File: src/rtl/matrix_frame_scheduler.sv
// matrix_frame_scheduler: walks a buffered frame column by column, word by word, pacing the SPI output stage.
// Define SCHED_FRAME_REPEAT_EN to refresh the last frame continuously instead of idling.
module matrix_frame_scheduler #(
    parameter int CHANNEL_NUMBER = 3,
    parameter int SPI_SIZE       = 24,
    parameter int COLUMNS        = 16,
    parameter int ROWS           = 8,
    parameter int ADDR_W         = $clog2(COLUMNS*ROWS)
) (
    input  logic                               clk,
    input  logic                               rst,
    input  logic                               frame_ready,
    output logic                               frame_done,
    output logic                               busy,
    output logic                               buf_rd_en,
    output logic [ADDR_W-1:0]                  buf_rd_addr,
    input  logic [CHANNEL_NUMBER*SPI_SIZE-1:0] buf_rd_data,
    output logic [CHANNEL_NUMBER*SPI_SIZE-1:0] data_in,
    output logic                               data_valid,
    output logic                               extra_bit,
    output logic                               new_image,
    output logic                               new_column,
    input  logic                               next_data,
    input  logic                               tx_finish
);
    localparam int W  = CHANNEL_NUMBER*SPI_SIZE;
    localparam int CW = COLUMNS > 1 ? $clog2(COLUMNS) : 1;
    localparam int RW = ROWS > 1 ? $clog2(ROWS) : 1;

    typedef enum logic [3:0] {
        IDLE, IMG_START, COL_START, FETCH, LOAD, SEND, WAIT_NEXT, WAIT_FIN, DONE
    } state_t;

    state_t        state_q, state_d;
    logic [CW-1:0] col_q, col_d;
    logic [RW-1:0] row_q, row_d;
    logic          pend_q, pend_d;
    logic [W-1:0]  data_q;
    logic          last_row, last_col;

    assign last_row = row_q == RW'(ROWS-1);
    assign last_col = col_q == CW'(COLUMNS-1);

    always_ff @(posedge clk) begin
        if (rst) begin
            state_q <= IDLE;
            col_q   <= '0;
            row_q   <= '0;
            pend_q  <= 1'b0;
            data_q  <= '0;
        end else begin
            state_q <= state_d;
            col_q   <= col_d;
            row_q   <= row_d;
            pend_q  <= pend_d;
            if (state_q == LOAD) data_q <= buf_rd_data;
        end
    end

    // A frame_ready arriving while busy is remembered once; IDLE consumes it.
    always_comb begin
        state_d = state_q;
        col_d   = col_q;
        row_d   = row_q;
        pend_d  = pend_q | frame_ready;
        case (state_q)
            IDLE: begin
                pend_d = 1'b0;
                if (frame_ready || pend_q) state_d = IMG_START;
            end
            IMG_START: begin
                col_d   = '0;
                row_d   = '0;
                state_d = COL_START;
            end
            COL_START: state_d = FETCH;
            FETCH:     state_d = LOAD;
            LOAD:      state_d = SEND;
            SEND:      state_d = WAIT_NEXT;
            WAIT_NEXT: if (next_data) begin
                if (last_row) state_d = WAIT_FIN;
                else begin
                    row_d   = row_q + 1'b1;
                    state_d = FETCH;
                end
            end
            WAIT_FIN: if (tx_finish) begin
                if (last_col) state_d = DONE;
                else begin
                    col_d   = col_q + 1'b1;
                    row_d   = '0;
                    state_d = COL_START;
                end
            end
`ifdef SCHED_FRAME_REPEAT_EN
            DONE: begin
                pend_d  = 1'b0;
                state_d = IMG_START;
            end
`else
            DONE: state_d = IDLE;
`endif
            default: state_d = IDLE;
        endcase
    end

    assign busy        = state_q != IDLE;
    assign new_image   = state_q == IMG_START;
    assign new_column  = state_q == COL_START;
    assign buf_rd_en   = state_q == FETCH;
    assign buf_rd_addr = ADDR_W'(col_q) * ADDR_W'(ROWS) + ADDR_W'(row_q);
    assign data_valid  = state_q == SEND;
    assign extra_bit   = (state_q == SEND) && last_row;
    assign frame_done  = state_q == DONE;
    assign data_in     = data_q;
endmodule
File: config.mk
export PLATFORM = sky130hd
export DESIGN_NAME = matrix_frame_scheduler
export DESIGN_NICKNAME = d
export VERILOG_FILES = /design/src/rtl/matrix_frame_scheduler.sv
export SDC_FILE = /design/constraint.sdc
export NUM_CORES = 1
export LEC_CHECK = 0
export ABC_AREA = 0
export CORE_ASPECT_RATIO = 1.4
export CORE_MARGIN = 1.5
export CORE_UTILIZATION = 45
export DETAILED_ROUTE_END_ITERATION = 8
export DONT_BUFFER_PORTS = 1
export GPL_TIMING_DRIVEN = 0
export HOLD_SLACK_MARGIN = 0.08
export SETUP_SLACK_MARGIN = 0.1
export SLEW_MARGIN = 30
export SYNTH_ARGS = -nofsm -noshare
export SYNTH_HDL_FRONTEND = slang
export SYNTH_SLANG_ARGS = --single-unit
File: constraint.sdc
create_clock -name clk -period 2.7 [get_ports clk]
set_input_delay 0.135 -clock clk [delete_from_list [all_inputs] [get_ports clk]]
set_output_delay 0.135 -clock clk [all_outputs]
set_load 0.05 [all_outputs]
==> out/qor.csv <==
stage,metric,value,unit
outcome,status,completed,
synth,synth_top_area_cell,dfxtp_1,
detailed_routing,vias,3041,
synth,avgSynthCellArea,7.98,µm²
critical_path,cp_max_fo,10,
timing,final.period_utilization,88.4,%
clocking,numCtsBuffers,9,
clocking,cts_tree,done,
synth,synth.cell_area,3200,µm²
die,die-height,103,µm
critical_path,critPathTopFamily,simple AND/OR/NAND/NOR gates,
detailed_routing,postRouteWirelength,8870,µm
critical_path,cp_num_buf_inv,2,
timing,fmax,0.419,GHz
pwr,ir_worst_vdd,0.334,mV
synth,synthAdderAreaFrac,1.17,%
flow_run,drv_cap,0,
synth,synthTopCellsByArea,"dfxtp_1 (53%), nand2_1 (17%), a21oi_1 (13%)",
synth,syn_inst,401,
pwr,power_leakage,1.50,nW
critical_path,cp-start-kind,register,
finish,stdcell_area,4280,µm²
clocking,cts_sinks,84,
finish,synthToLayoutAreaGrowth,33.8,%
clocking,root_buffer,clkbuf_8,
detailed_routing,first_pass_iters,4,
synth,synth_edf_count,0,
die,die_area,7630,µm²
synth,synth_top_family_by_area,simple AND/OR/NAND/NOR gates,
finish,drive_above_1_share,6.49,%
grt,antenna_found_initial,0,
detailed_routing,drc_errors,0,
timing,layout_min_cycle_time,2390,ps
finish,fin_nets,569,
critical_path,cp.arrival,2250,ps
die,die_w,74.3,µm
pwr,power.density,583,nW/µm²
synth,yosysTopAreaCellShare,52.5,%
finish,fill_cells,622,
grt,grt.overflow.total,0,
placement,portBuffers,0,
synth,synth_warnings,0,
critical_path,crit_required,2570,ps
finish,antenna_cells,0,
synth,synth-compound-area-share,17.0,%
hold_path,hp-class,input pin to register,
synth,synth.distinct_cells,35,
die,num_io_pins,163,
grt,grt.total_usage,23.1,%
timing,slew_viol_final,0,
grt,grt_start_max_net_pins,13,
critical_path,critPathKind,register to primary output,
synth,synth.net_count,481,
grt,grt_first_pass_wirelength,13500,µm
synth,synth-simple-area-share,24.6,%
synth,synth-xor-area-share,0,%
clocking,h-tree-depth,3,
synth,async_reset_ff_share,0,%
grt,grt_pass1_vias,2956,
detailed_routing,wl_per_cell,15.1,µm
placement,globalplace.congestion,0.836,
clocking,cts_buffer_depth,2,
die,coreArea,6940,µm²
die,row_count,36,
clocking,path_clk_slew,70,ps
synth,ys_top_cells_by_count,"nand2_1 (148), dfxtp_1 (84), a21oi_1 (81)",
clocking,post-cts-setup-buffers,0,
detailed_routing,vias_per_cell,5.17,
critical_path,cp-end-kind,primary output,
synth,synth_seq_cells,84,
placement,place_hpwl,5900,µm
timing,finalSetupTns,0,ps
synth,synth.most_common_cell,nand2_1,
critical_path,worstPathCellList,buf_2 > clkbuf_1 > and3_2 > and2_1,
timing,clock_skew,8.48,ps
timing,rsz0062_at_grt,false,
synth,muxShareOfSynthArea,0.313,%
critical_path,cpPeakStageDelay,490,ps
timing,worst_slew_pin_slew,912,ps
synth,synth-main-ff-cell,dfxtp_1,
timing,hold_violations,0,
detailed_routing,drtIter0Drc,93,
detailed_routing,ant_nets,0,
critical_path,slowest_stage,and2_1,
die,start_util,46.1,%
timing,slew-limit-headroom,39.0,%
synth,seq_area_frac_synth,52.5,%
clocking,clk_latency,350,ps
timing,whs,112,ps
timing,final-setup-viol-count,0,
placement,dpl_cell_area,3360,µm²
[worst register-to-register path, stage by stage, from the launching register on]
cell and delay (ps):
dfxtp_1 300, buf_2 160, nor4b_4 770, o21ba_4 270, or4b_1 500, a21oi_1 140
[final cells by class]
class	instances	area [µm²]	share of cell area, %
inverter	2	7.51	0.175
buffer	31	133	3.10
multi-input combinational	284	1410	32.9
timing repair buffer	77	766	17.9
tap	95	119	2.78
clock buffer	13	159	3.71
clock inverter	2	10.0	0.234
sequential	84	1680	39.3
[per-stage QoR]
step	power [mW]	utilization, %	setup slack [ps]	std cells
2_1_floorplan	1.59	-	228	401
3_3_place_gp	1.63	47.9	86.3	496
3_5_place_dp	1.64	48.5	511	498
4_1_cts	2.51	61.7	188	588
5_1_grt	2.60	61.7	213	588
6_report	2.50	61.7	313	588
[power by group]
group / internal (mW) / switching (mW) / total, mW
sequential: 1.27 / 0.130 / 1.40
combinational: 0.139 / 0.162 / 0.301
clock: 0.377 / 0.415 / 0.793
[flip-flops by register name (all words and copies together), names as in the netlist]
name and count:
state_q 4, pend_q 1, col_q 4, row_q 3
data_in 72
[layer usage]
metal | global-route usage [%] | part of all wire, % | vias to the layer above
li1 | - | - | 1508
met1 | 24.1 | 37 | 1399
met3 | 8.31 | 8.3 | 15
met5 | 0 | 0 | -
met2 | 41.1 | 52 | 119
met4 | 10.1 | 2.6 | 0
[path summary, 6_finish.rpt]
kind                     end  depth (start not counted)  slack [ps]  startpoint
hold / removal    state_q[0]                          3         110   tx_finish
setup / recovery   extra_bit                          4         310  state_q[2]
hold reg to reg       pend_q                          1         510      pend_q
setup reg to reg    row_q[2]                          5         500  state_q[2]
[kinds of logic (layout without fill, tap and decap cells)]
| family | after synthesis | in the layout |
|---|---|---|
| simple gates | 180 | 180 |
| flops | 84 | 84 |
| compound gates | 100 | 100 |
| buf+inv | 33 | 125 |
| fa+ha+maj | 3 | 3 |
| mux | 1 | 1 |
[cells in the final DEF (no fill, tap or decap), types with 7 or more instances in the layout]
cell type and instances:
nor2_1 7, dfxtp_1 84, clkbuf_1 22, clkbuf_8 11
a21oi_1 81, buf_2 10, nand2_1 148, o21ai_0 7
dlygate4sd3_1 75
[what timing repair did]
item                                    in CTS  in global routing
resized for setup                            0                  1
endpoints found under the setup margin       0                  1
endpoints found under the hold margin       77                  0
hold buffers                                75                  0
No activity file was read; power rests on OpenSTA's default activity.
